===== config.mk =====
export PLATFORM = sky130hd
export DESIGN_NAME = relu_maxpool2x2_flat
export DESIGN_NICKNAME = d
export VERILOG_FILES = /design/src/rtl/relu_maxpool2x2_if.sv /design/src/rtl/relu_maxpool2x2.sv /design/src/flat_wrapper.sv
export SDC_FILE = /design/constraint.sdc
export NUM_CORES = 1
export LEC_CHECK = 0
export ABC_AREA = 1
export CORE_UTILIZATION = 40
export DETAILED_ROUTE_END_ITERATION = 10
export PLACE_DENSITY_LB_ADDON = 0.1
export SLEW_MARGIN = 10
export SYNTH_ARGS = -nofsm -noshare
export SYNTH_HDL_FRONTEND = slang
export SYNTH_SLANG_ARGS = --single-unit
export TNS_END_PERCENT = 5

===== constraint.sdc =====
create_clock -name clk -period 4.34 [get_ports clk]
set_input_delay 0.868 -clock clk [delete_from_list [all_inputs] [get_ports clk]]
set_output_delay 0.868 -clock clk [all_outputs]
set_load 0.005 [all_outputs]

===== src/rtl/relu_maxpool2x2_if.sv =====
// rtl/relu_maxpool2x2_if.sv - pixel-in / pooled-out stream bundle for relu_maxpool2x2
interface relu_maxpool2x2_if #(
    parameter int DW = 9,
    parameter int CW = 5
) ();
    logic          clr;
    logic          in_valid;
    logic [DW-1:0] in_data;
    logic          out_valid;
    logic [DW-1:0] out_data;
    logic [CW-1:0] out_col;
    logic [CW-1:0] out_row;
    logic          frame_done;

    // Producer / consumer side: drives pixels, receives pooled results
    modport master (
        output clr, in_valid, in_data,
        input  out_valid, out_data, out_col, out_row, frame_done
    );

    // Pooling stage side
    modport slave (
        input  clr, in_valid, in_data,
        output out_valid, out_data, out_col, out_row, frame_done
    );
endinterface


===== src/rtl/relu_maxpool2x2.sv =====
// rtl/relu_maxpool2x2.sv - streaming ReLU followed by 2x2 stride-2 max pooling
module relu_maxpool2x2 #(
    parameter int DW    = 9,
    parameter int IMG_W = 26,
    parameter int IMG_H = 26,
    parameter int CW    = 5
) (
    input  logic             clk,
    input  logic             rst_n,
    relu_maxpool2x2_if.slave bus
);
    localparam int PW = IMG_W / 2;
    localparam int PH = IMG_H / 2;
    localparam int AW = (PW > 1) ? $clog2(PW) : 1;

    localparam logic [CW-1:0] COL_LAST = CW'(IMG_W - 1);
    localparam logic [CW-1:0] ROW_LAST = CW'(IMG_H - 1);
    localparam logic [CW-1:0] PH_C     = CW'(PH);
    localparam logic [CW-1:0] PCOL_END = CW'(PW - 1);
    localparam logic [CW-1:0] PROW_END = CW'(PH - 1);

    logic [CW-1:0] col_q, col_d;
    logic [CW-1:0] row_q, row_d;
    logic [DW-1:0] pair_q, pair_d;
    logic          pair_vld_q, pair_vld_d;
    logic          out_valid_q, out_valid_d;
    logic [DW-1:0] out_data_q, out_data_d;
    logic [CW-1:0] out_col_q, out_col_d;
    logic [CW-1:0] out_row_q, out_row_d;
    logic          frame_done_q, frame_done_d;

    // Half-width line buffer holding the horizontal maxima of the even row
    logic [DW-1:0] line_mem [0:PW-1];
    logic [AW-1:0] lb_addr;
    logic [DW-1:0] lb_rdata;
    logic [DW-1:0] lb_wdata;
    logic          lb_we;

    logic [DW-1:0] relu;
    logic [DW-1:0] hmax;
    logic [DW-1:0] pool;
    logic          row_ok;
    logic          last_win;

    // ReLU and the two unsigned max compares on the datapath
    always_comb begin
        relu     = bus.in_data[DW-1] ? '0 : bus.in_data;
        lb_addr  = col_q[AW:1];
        lb_rdata = line_mem[lb_addr];
        hmax     = (pair_vld_q && (pair_q > relu)) ? pair_q : relu;
        pool     = (lb_rdata > hmax) ? lb_rdata : hmax;
        // An odd column always lies inside a full window; only a trailing
        // odd row (odd IMG_H) can fall outside the pooled grid.
        row_ok   = (row_q >> 1) < PH_C;
        last_win = ((row_q >> 1) == PROW_END) && ((col_q >> 1) == PCOL_END);
    end

    // Next-state: counters, pair register, line-buffer write and output register
    always_comb begin
        col_d        = col_q;
        row_d        = row_q;
        pair_d       = pair_q;
        pair_vld_d   = pair_vld_q;
        out_valid_d  = 1'b0;
        frame_done_d = 1'b0;
        out_data_d   = out_data_q;
        out_col_d    = out_col_q;
        out_row_d    = out_row_q;
        lb_we        = 1'b0;
        lb_wdata     = hmax;
        if (bus.clr) begin
            col_d       = '0;
            row_d       = '0;
            pair_d      = '0;
            pair_vld_d  = 1'b0;
            out_data_d  = '0;
            out_col_d   = '0;
            out_row_d   = '0;
        end else if (bus.in_valid) begin
            if (!col_q[0]) begin
                pair_d     = relu;
                pair_vld_d = 1'b1;
            end else begin
                pair_vld_d = 1'b0;
                if (row_ok) begin
                    if (!row_q[0]) begin
                        lb_we = 1'b1;
                    end else begin
                        out_valid_d  = 1'b1;
                        out_data_d   = pool;
                        out_col_d    = col_q >> 1;
                        out_row_d    = row_q >> 1;
                        frame_done_d = last_win;
                    end
                end
            end
            if (col_q == COL_LAST) begin
                col_d = '0;
                row_d = (row_q == ROW_LAST) ? '0 : row_q + 1'b1;
            end else begin
                col_d = col_q + 1'b1;
            end
        end
    end

    // State registers with synchronous active-low reset
    always_ff @(posedge clk) begin
        if (!rst_n) begin
            col_q        <= '0;
            row_q        <= '0;
            pair_q       <= '0;
            pair_vld_q   <= 1'b0;
            out_valid_q  <= 1'b0;
            out_data_q   <= '0;
            out_col_q    <= '0;
            out_row_q    <= '0;
            frame_done_q <= 1'b0;
        end else begin
            col_q        <= col_d;
            row_q        <= row_d;
            pair_q       <= pair_d;
            pair_vld_q   <= pair_vld_d;
            out_valid_q  <= out_valid_d;
            out_data_q   <= out_data_d;
            out_col_q    <= out_col_d;
            out_row_q    <= out_row_d;
            frame_done_q <= frame_done_d;
        end
    end

    // Line-buffer write port; contents are never reset
    always_ff @(posedge clk) begin
        if (lb_we) begin
            line_mem[lb_addr] <= lb_wdata;
        end
    end

    assign bus.out_valid  = out_valid_q;
    assign bus.out_data   = out_data_q;
    assign bus.out_col    = out_col_q;
    assign bus.out_row    = out_row_q;
    assign bus.frame_done = frame_done_q;
endmodule


===== src/flat_wrapper.sv =====
// flat-port wrapper written by rule: the top's interface ports become plain ports
module relu_maxpool2x2_flat 
#(
    parameter int DW    = 9,
    parameter int IMG_W = 26,
    parameter int IMG_H = 26,
    parameter int CW    = 5
)
  (clk, rst_n, bus_clr, bus_in_valid, bus_in_data, bus_out_valid, bus_out_data, bus_out_col, bus_out_row, bus_frame_done);
  relu_maxpool2x2_if #(.DW(DW), .CW(CW)) bus_i ();
  input  logic clk;
  input  logic rst_n;
  input wire logic [$bits(bus_i.clr)-1:0] bus_clr;
  input wire logic [$bits(bus_i.in_valid)-1:0] bus_in_valid;
  input wire logic [$bits(bus_i.in_data)-1:0] bus_in_data;
  output wire logic [$bits(bus_i.out_valid)-1:0] bus_out_valid;
  output wire logic [$bits(bus_i.out_data)-1:0] bus_out_data;
  output wire logic [$bits(bus_i.out_col)-1:0] bus_out_col;
  output wire logic [$bits(bus_i.out_row)-1:0] bus_out_row;
  output wire logic [$bits(bus_i.frame_done)-1:0] bus_frame_done;
  assign bus_i.clr = bus_clr;
  assign bus_i.in_valid = bus_in_valid;
  assign bus_i.in_data = bus_in_data;
  assign bus_out_valid = bus_i.out_valid;
  assign bus_out_data = bus_i.out_data;
  assign bus_out_col = bus_i.out_col;
  assign bus_out_row = bus_i.out_row;
  assign bus_frame_done = bus_i.frame_done;
  relu_maxpool2x2 #(.DW(DW), .IMG_W(IMG_W), .IMG_H(IMG_H), .CW(CW)) u_core (.clk(clk), .rst_n(rst_n), .bus(bus_i));
endmodule

After elaboration in Yosys (flattened, before gate mapping)
Memory sizes are Yosys's and may differ from the RTL's. A register that Yosys moved wholly into a read port is not among the register bits.
Cells that the tools add are included.
- add/sub/neg operators: 2
- magnitude comparators: 3
- equal/unequal tests: 4
- multiplexer cells: 16
- bitwise operators: 5
- reduce and logical (&&, ||, !) cells: 8
- operators with widths (cell ; count):
    9-bit greater-than comparator ; 2
    9-bit two-way mux ; 2
    5-bit by 1-bit adder with 5-bit output, second input constant ; 2
    5-bit == test, second input constant ; 2
    5-bit two-way mux ; 2
    1-bit two-way mux ; 9
    4-bit == test, second input constant ; 2
    4-bit two-way mux ; 2
    8-bit two-way mux ; 1
    6-bit OR reduction ; 1
    1-bit inverter ; 5
    5-bit OR reduction ; 1
    4-bit < comparator, second input constant ; 1
    2-bit AND reduction ; 2
    4-bit AND reduction ; 1
    1-bit logical AND ; 2
    2-bit OR reduction ; 1
- register bits after elaboration: 39
- bits in writable memories: 117
- bits of input ports: 13
- logic and storage cells: 48
- memories kept: 1
- memory list (name ; depth ; width ; rd ports ; clocked after memory_dff ; write ports ; line ; RTL):
    u_core.line_mem ; 13 ; 9 ; 1 ; 1 ; 1 ; relu_maxpool2x2.sv:33 ; logic [DW-1:0] line_mem [0:PW-1];

Logic depth before layout (Yosys ltp)
Gate-level depths: netlist of run 1.
- depth in word-level cells: 7
- gate-level depth with buffers: 26

Worst setup path after synthesis of run 1
Ideal clock, no wire load.
- kind: input to register
- from: input port bus_in_data[8]
- to: register u_core.out_data_q[5] (netlist: u_core.bus.out_data[5])
- library setup time: 0.132 ns
- data arrival time: 3.487 ns
- slack: 0.720 ns
- stages on the path: 21
- path buffers: 1
- cell sequence: inv_1 -> nand2_1 -> ha_1 -> nand2_1 -> nor2_1 -> a31oi_2 -> nand2_2 -> nand2_1 -> nand2_1 -> inv_1 -> ha_1 -> inv_1 -> nor2_1 -> nand3b_1 -> nand3_1 -> nand2_1 -> buf_4 -> nor2_1 -> nor2_1 -> nand2_1 -> a21oi_1
- longest elaborated chain between the ends: 6
- ends and longest elaborated chain (element ; line ; RTL):
    start, declared ; flat_wrapper.sv:15 ; input wire logic [$bits(bus_i.in_data)-1:0] bus_in_data;
    8-bit two-way mux (*) ; relu_maxpool2x2.sv:47 ; relu = bus.in_data[DW-1] ? '0 : bus.in_data;
    9-bit greater-than comparator ; relu_maxpool2x2.sv:50 ; hmax = (pair_vld_q && (pair_q > relu)) ? pair_q : relu;
    1-bit logical AND ; relu_maxpool2x2.sv:50 ;
    9-bit two-way mux (*) ; relu_maxpool2x2.sv:50 ;
    via u_core.hmax[7] ; relu_maxpool2x2.sv:40 ; logic [DW-1:0] hmax;
    9-bit greater-than comparator (*) ; relu_maxpool2x2.sv:51 ; pool = (lb_rdata > hmax) ? lb_rdata : hmax;
    9-bit two-way mux (*) ; relu_maxpool2x2.sv:51 ;
    end signal, assigned ; relu_maxpool2x2.sv:124 ; out_data_q <= out_data_d;
    end, declared ; relu_maxpool2x2.sv:27 ; logic [DW-1:0] out_data_q, out_data_d;
Mark *: on every way through the listed nets, which the timed path passes. The rest lies on a longest branch.
A chain may end at the register's enable or synchronous reset.

Worst setup path after layout of run 1
- from: input port bus_in_data[8]
- to: register u_core.out_data_q[1] (netlist: u_core.bus.out_data[1])
Same word-level chain as after synthesis.

==> results.toml, run 1 <==
[sta]
max_slew_margin_pct = 39.9
finalSetupTns_ns = 0
post-route-period-util_pct = 90.9
finClkSkew_ns = 0.00929
drv_slew = 0
rsz0062_at_grt = "no"
timing.final.crit_period_ns = 3.94
setup_viol = 0
hold_violations = 0
max_clock_freq_mhz = 254
tightest_slew_ns = 0.899

[clocking]
cts_buffer_depth = 2
clock_latency_ns = 0.42
cts_num_sinks = 145
htree_levels = 4
cts_setup_buffers = 0
clk_pin_slew_ns = 0.06
cts_tree = "built"
clock_tree.root_cell = "clkbuf_16"
numCtsBuffers = 17
holdBufCountCts = 0
cts_resized = 0

[die]
num_rows = 46
fp.dieH_um = 131
core_mm2 = 0.0161
ios = 34
die_w_um = 131
start_util_pct = 41.5
die-area_mm2 = 0.0173

[placement]
dp.cells = 964
gp_congestion = 0.896
hpwl_mm = 10.4
io_buffers = 30

[grt]
grt_pass1_vias = 4731
grt_usage_pct = 19.0
grt_max_degree = 57
grt_pass1_wl_mm = 24.7
antenna_found_initial = 0
grt.overflow.total = 0

[cells_and_area]
antenna_cells = 0
drive_gt1_share_pct = 6.79
fill_cells = 1564
final_net_count = 800
instances_no_fill = 996
area_growth_pct = 16.1

[synth]
ys_types = 28
ys_ff_latch = 145
syn_inst = 732
syn-cell-area_mm2 = 0.00669
synth_seq_area_share_pct = 58.9
yosysWarningCount = 0
avgSynthCellArea_um2 = 9.14

[worst_setup_path]
worstPathArrival_ns = 4.28
cp_slowest_cell = "clkdlybuf4s50_1"
path_max_fanout = 9
required_ns = 4.67
crit_type = "primary input to flip-flop"
ff2ff_path_depth = 18
critPathMaxStageDelay_ns = 0.39
endpoint_kind = "flip-flop"
worstPathCellList = "clkdlybuf4s50_1 -> inv_1 -> nand2_1 -> ha_1 -> inv_1 -> nor2_1 -> a31oi_2 -> nand2_2 -> nand2_1 -> nand2_1 -> inv_1 -> ha_1 -> inv_1 -> nor2_1 -> nand3b_1 -> nand3_1 -> nand2_1 -> buf_4 -> nand3_1 -> nand2_1 -> a21oi_1"
cpMostUsedCell = "nand2_1"
cp-start-kind = "primary input"

[min_path]
hold_path_depth = 2
hp-class = "flip-flop to flip-flop"

[power]
power_density_mw_per_mm2 = 402
p_leak_nw = 3.21
irDropWorstVdd_mv = 0.264

[routing]
drt_iter0_drc = 248
ant_nets = 0
vias_per_cell = 4.86
num_vias = 4842
drtPass1Iterations = 4
routed_wirelength_mm = 15.5
wire_per_inst_um = 15.6
drc_errors = 0

[run_status]
outcome = "finished clean"

[flow_run]
cap_violations = 0
cell usage in the layout (no fill, tap or decap), drive strengths merged, types with 8 or more instances in the layout:
cell type	Yosys	routed
buf	25	11
nand2	181	181
o211ai	8	8
dfxtp	41	41
clkdlybuf4s50	0	30
a21oi	33	33
clkbuf	2	20
nand3	86	86
o21ai	23	23
ha	20	20
inv	110	115
nor2	80	80
edfxtp	104	104
per-stage QoR:
stage	setup slack (ns)	hold WS [ns]	util [%]	power (mW)	instance area [um^2]
4_1_cts	0.445	0.467	48.2	3.15	7770
3_5_place_dp	0.0155	0.457	44.4	1.69	7160
6_report	0.396	0.462	48.2	3.12	7770
2_1_floorplan	0.720	0.444	-	1.63	6700
3_3_place_gp	0.172	0.458	44.4	1.68	7160
5_1_grt	0.0279	0.484	48.2	3.22	7770
path summary, 6_finish.rpt:
kind                     startpoint                      to  slack (ns)
max reg2reg        u_core.pair_q[6]  u_core.bus.out_data[1]        1.26
max                  bus_in_data[8]  u_core.bus.out_data[1]        0.40
min          u_core.bus.out_data[3]  u_core.bus.out_data[3]        0.46
min reg2reg  u_core.bus.out_data[3]  u_core.bus.out_data[3]        0.46
kinds of logic (layout without fill, tap and decap cells):
logic type               count (synthesis)  in the layout  share of synthesized area (%)
AO/OA/AOI/OAI                           68             68                           5.63
XOR/XNOR                                 2              2                          0.262
adder cells (fa/ha/maj)                 20             20                           3.74
buffers and inverters                  137            183                           9.01
flip-flops                             145            145                           58.9
other                                    1              3                         0.0560
AND/OR/NAND/NOR                        359            359                           22.4
report_power, final:
| part | leakage [nW] | internal, mW | switching, mW |
|---|---|---|---|
| Clock | 0.299 | 0.881 | 0.583 |
| Combinational | 1.63 | 0.0530 | 0.108 |
| Sequential | 1.28 | 1.49 | 0.00465 |
| Total | 3.21 | 2.42 | 0.696 |
per-layer routing:
metal / vias to the layer above / share of wire, % / track usage, %
li1: 2453 / - / -
met1: 2273 / 46 / 24.5
met2: 102 / 49 / 31.9
met3: 14 / 4.0 / 3.47
met4: 0 / 1.4 / 6.85
met5: - / 0 / 0
worst max-delay path, delay by kind of cell:
kind,cells,cell delay (ns)
compound gates,2,0.34
fa+ha+maj,2,0.62
buf+inv,6,0.92
simple gates,11,1.54
cells in the mapped netlist, drive strengths merged:
master / n / area (um^2)
nor2: 80 / 308
nor3: 6 / 30.0
o21ai: 23 / 115
inv: 110 / 413
dfxtp: 41 / 821
a31oi: 1 / 12.5
xor2: 2 / 17.5
nand2: 181 / 682
nand3b: 2 / 15.0
a211oi: 2 / 15.0
o211ai: 8 / 60.1
nand3: 86 / 435
o32ai: 1 / 8.76
or2: 1 / 6.26
ha: 20 / 250
edfxtp: 104 / 3120
nor3b: 1 / 7.51
a21oi: 33 / 165
buf: 25 / 183
clkbuf: 2 / 7.51
nand4: 2 / 12.5
conb: 1 / 3.75
flip-flops by register name, indices dropped and copies added, names as in the netlist, 4 cells and up, named ones only:
register	cells
u_core.col_q	5
u_core.bus.out_row	4
u_core.bus.out_col	4
u_core.pair_q	8
u_core.row_q	5
u_core.line_mem	104
u_core.bus.out_data	8
final cells by class:
class / instances / area, um^2 / share of cell area [%]
inverter: 110 / 413 / 5.31
timing repair buffer: 41 / 383 / 4.93
clock inverter: 12 / 116 / 1.50
tap: 216 / 270 / 3.48
sequential: 145 / 3950 / 50.8
clock buffer: 20 / 489 / 6.30
multi-input combinational: 452 / 2150 / 27.7
No activity file was read; power rests on OpenSTA's default activity.
==> run 2: changes to the inputs <==
clock period = 3.55 ns   (was 4.34 ns; I/O delays follow)
==> run 2 against run 1 <==
Cell area up 4.5%. Via count is 3.5% higher. Sequential share of layout area is 2.2 points lower. Power grew 17%. Global-route usage about the same. Core utilization up 2.2 points. Largest cell class unchanged.
==> results.toml, run 2 (synthesis results as in run 1) <==
[run_status]
outcome = "finished clean"

[sta]
tightest_slew_ns = 0.906
setup_viol = 0
max_clock_freq_mhz = 298
drv_slew = 0
max_slew_margin_pct = 39.4
timing.final.crit_period_ns = 3.35
hold_slack_ns = 0.462
hold_violations = 0
finClkSkew_ns = 0.00735
post-route-period-util_pct = 94.4

[routing]
routed_wirelength_mm = 16.1
drtPass1Iterations = 4
ant_nets = 0
num_vias = 5011
vias_per_cell = 4.86
drc_errors = 0
drt_iter0_drc = 368
wire_per_inst_um = 15.6

[worst_setup_path]
endpoint_kind = "flip-flop"
crit_type = "primary input to flip-flop"
worstPathArrival_ns = 3.69
required_ns = 3.89
cp-start-kind = "primary input"
path_max_fanout = 8

[cells_and_area]
antenna_cells = 0
final_cell_mix = "nand2_1 (160), inv_1 (105), edfxtp_1 (104)"
drive_gt1_share_pct = 13.8
largest_register = "u_core.line_mem"
area_growth_pct = 21.4
largest_register_ffs = 104
final_common_cell = "nand2_1"
final_net_count = 838

[die]
ios = 34
start_util_pct = 41.5
die-area_mm2 = 0.0173
core_mm2 = 0.0161
die_w_um = 131
fp.dieH_um = 131
num_rows = 46

[clocking]
clock_tree.root_cell = "clkbuf_16"
cts_buffer_depth = 2
cts_tree = "built"
cts_num_sinks = 145
htree_levels = 4
clk_pin_slew_ns = 0.05
numCtsBuffers = 17
clock_latency_ns = 0.41

[grt]
antenna_found_initial = 0
grt.overflow.total = 0
grt_pass1_vias = 4798
grt_usage_pct = 19.0
grt_max_degree = 39
grt_pass1_wl_mm = 25.0

[flow_run]
cap_violations = 0

[min_path]
hp-class = "flip-flop to flip-flop"

[placement]
gp_congestion = 0.883
io_buffers = 30
hpwl_mm = 10.8

[power]
total_power_mw = 3.64
p_leak_nw = 3.38
irDropWorstVdd_mv = 0.343
power_density_mw_per_mm2 = 448
==> run 2: stage by stage <==
step | setup WS [ns] | setup TNS [ns] | cells | util (%) | cell area (um^2)
after floorplan | 0.0882 | 0 | 734 | - | 6700
after global placement | -0.353 | -2.56 | 999 | 46.1 | 7430
after detailed placement | -0.476 | -3.60 | 999 | 46.1 | 7430
after CTS | 0.0490 | 0 | 1029 | 49.4 | 7950
after global routing | -0.00614 | -0.00685 | 1032 | 50.4 | 8120
final | 0.199 | 0 | 1032 | 50.4 | 8120
==> run 2: power breakdown <==
part | internal, mW | switching, mW | leakage, nW
Clock | 0.941 | 0.622 | 0.250
Sequential | 1.82 | 0.00930 | 1.28
Combinational | 0.0958 | 0.151 | 1.85
Total | 2.86 | 0.782 | 3.38
==> run 2: worst paths after layout <==
check | startpoint | endpoint | slack, ns | cells past startpoint
setup / recovery | bus_in_data[6] | u_core.bus.out_data[4] | 0.20 | 24
hold / removal | u_core.bus.out_data[2] | u_core.bus.out_data[2] | 0.46 | 2
setup reg to reg | flip-flop | u_core.bus.out_data[4] | 0.50 | 18
hold reg to reg | u_core.bus.out_data[2] | u_core.bus.out_data[2] | 0.46 | 2
==> run 2: routing by layer <==
metal,global-route usage (%),part of all wire [%]
met4,6.46,1.0
met1,24.4,47
met5,0,0
met3,4.05,3.6
met2,31.6,49
==> run 2: cell type report <==
cell class | instances | area [um^2]
clock inverter | 9 | 68.8
clock buffer | 21 | 440
fill | 1523 | 7990
sequential | 145 | 3950
multi-input combinational | 453 | 2310
timing repair buffer | 78 | 667
inverter | 110 | 415
tap | 216 | 270
==> run 2: critical path, cell delays in order <==
cell,delay [ns]
clkdlybuf4s50_1,0.48
nand2_2,0.07
ha_1,0.31
nand2_1,0.08
nand2_1,0.08
a21oi_4,0.19
nand3_4,0.13
nand2_4,0.15
nand2_2,0.07
nand2_2,0.08
inv_1,0.05
ha_1,0.31
nand2_2,0.09
inv_1,0.04
nand2_1,0.05
nand2_1,0.05
nand2_1,0.06
nand3_1,0.08
nand2_2,0.12
buf_4,0.13
nor2_1,0.04
nor2_1,0.12
nand2_1,0.08
a21oi_1,0.11
==> run 2: what timing repair did <==
action | in CTS | in global routing
pin swaps | 0 | 8
setup buffers | 0 | 2
setup endpoints to repair | 7 | 8
hold buffers | 0 | 0
gates resized for setup | 5 | 36
cloned | 0 | 1
==> run 3: changes to the inputs <==
CORE_MARGIN = 2   (was unset)
clock period = 2.72 ns   (was 3.55 ns; I/O delays follow)
==> run 3 against run 2 <==
The flow now finishes with violations (negative setup slack). Cell area increased by 8.3%. Clock power increased by 58%. Routed wire length increased by 2.3%. Critical path type unchanged. Largest power group is now clock. Highest routed layer unchanged.
==> results.toml, run 3 (synthesis results as in run 1) <==
[clocking]
cts_num_sinks = 145
clock_tree.root_cell = "clkbuf_16"
cts_buffer_depth = 2
cts_tree = "built"
holdBufCountCts = 0
numCtsBuffers = 17
clock_latency_ns = 0.42
htree_levels = 4
clk_pin_slew_ns = 0.06

[cells_and_area]
instances_no_fill = 1069
postLayoutCoreUtil_pct = 53.4
antenna_cells = 0
area_growth_pct = 31.5
largest_register_ffs = 104
drive_gt1_share_pct = 22.5
largest_register = "u_core.line_mem"
final_common_cell = "nand2_1"
final_net_count = 869
final_cell_mix = "nand2_1 (152), edfxtp_1 (104), inv_1 (95)"

[power]
irDropWorstVdd_mv = 0.462
total_power_mw = 5.25
power_density_mw_per_mm2 = 597
p_leak_nw = 3.62

[routing]
drt_iter0_drc = 370
routed_wirelength_mm = 16.4
num_vias = 5158
drtPass1Iterations = 5
vias_per_cell = 4.83
drc_errors = 0
wire_per_inst_um = 15.4
ant_nets = 0

[placement]
dp.cells = 1023
hpwl_mm = 11.2
io_buffers = 30
gp_congestion = 0.857

[worst_setup_path]
worstPathCellList = "buf_6 -> clkinvlp_4 -> nand2_2 -> ha_4 -> buf_4 -> a21oi_4 -> nand3_4 -> nand2_8 -> nand2_4 -> nand2_2 -> inv_2 -> ha_4 -> nand2_1 -> nor2_2 -> nand3b_1 -> nand3_4 -> nand2_4 -> nor2_2 -> nor2_1 -> nand2_1 -> a21oi_2"
required_ns = 3.02
cp_slowest_cell = "ha_4"
crit_type = "primary input to flip-flop"
r2r-end = "u_core.bus.out_data[0]"
path_max_fanout = 8
r2r_slack_ns = -0.01
ff2ff_path_depth = 19
critPathMaxStageDelay_ns = 0.26
worstPathArrival_ns = 3.16
endpoint_kind = "flip-flop"
cp-start-kind = "primary input"
rr_startpoint = "u_core.pair_q[1]"

[grt]
antenna_found_initial = 0
grt_pass1_vias = 5160
grt_usage_pct = 19.5
grt.overflow.total = 0
grt_pass1_wl_mm = 26.4
grt_max_degree = 29

[run_status]
violations = "negative setup slack"
outcome = "complete, but fails checks"

[sta]
post-route-period-util_pct = 105
timing.final.crit_period_ns = 2.86
setup_viol = 8
finClkSkew_ns = 0.0123
max_clock_freq_mhz = 350
fin_ws_ns = -0.139
hold_violations = 0
finalSetupTns_ns = -1.03
rsz0062_at_grt = "yes"
hold_slack_ns = 0.465
drv_slew = 0

[die]
start_util_pct = 40.6
num_rows = 47
ios = 34
core_mm2 = 0.0165
die-area_mm2 = 0.0178
fp.dieH_um = 133
die_w_um = 133

[min_path]
min_from = "u_core.pair_vld_q"
hp-class = "flip-flop to flip-flop"
hold_path_depth = 2
hold_end = "u_core.pair_vld_q"

[flow_run]
cap_violations = 0
==> run 3: timing repair <==
action | 4_1_cts | 5_1_grt
setup buffers | 12 | 0
gates cloned | 2 | 0
pin swaps | 47 | 8
resized for setup | 79 | 3
setup endpoints to repair | 8 | 8
==> run 3: worst max-delay path, delay by kind of cell <==
family	cells	cell delay [ns]
AOI/OAI and AO/OA	2	0.24
and+or+nand+nor	13	1.47
adders and majority gates	2	0.48
buffers and inverters	4	0.43
==> run 3: worst max path at each step <==
stage / endpoint / slack (ns) / start / depth (start not counted)
detailed placement: u_core.bus.out_data[5] / -1.05 / bus_in_data[8] / 26
finish: u_core.bus.out_data[0] / -0.14 / bus_in_data[8] / 21
global placement: u_core.bus.out_data[2] / -0.97 / bus_in_data[8] / 23
global route: u_core.bus.out_data[0] / -0.29 / bus_in_data[8] / 24
floorplan: u_core.bus.out_data[5] / -0.34 / bus_in_data[8] / 24
CTS: u_core.bus.out_data[0] / -0.1 / bus_in_data[8] / 24
==> run 3: through the flow <==
step / area (um^2) / setup slack, ns
2_1_floorplan: 6790 / -0.341
3_3_place_gp: 7700 / -0.968
3_5_place_dp: 7700 / -1.05
4_1_cts: 8790 / -0.0983
5_1_grt: 8800 / -0.291
6_report: 8800 / -0.139
==> run 3: area by class of cell <==
| class | count | area (um^2) |
|---|---|---|
| fill | 1499 | 7670 |
| tap | 220 | 275 |
| clock inverter | 9 | 125 |
| clock buffer | 23 | 509 |
| sequential | 145 | 3950 |
| timing repair buffer | 108 | 928 |
| inverter | 110 | 417 |
| multi-input combinational | 454 | 2600 |
==> run 3: power by group <==
group          leakage [nW]  internal [mW]  switching (mW)  total (mW)
registers              1.28           2.38         0.00910        2.39
clock network         0.312           1.59           0.870        2.46
logic                  2.03          0.165           0.239       0.404
==> run 3: layer usage <==
layer  vias to the layer above  GRT usage, %  share of wire (%)
li1                       2591             -                  -
met2                       126          33.1                 49
met1                      2416          24.9                 45
met5                         -             0                  0
met4                         0          6.50                1.6
met3                        25          4.03                4.6
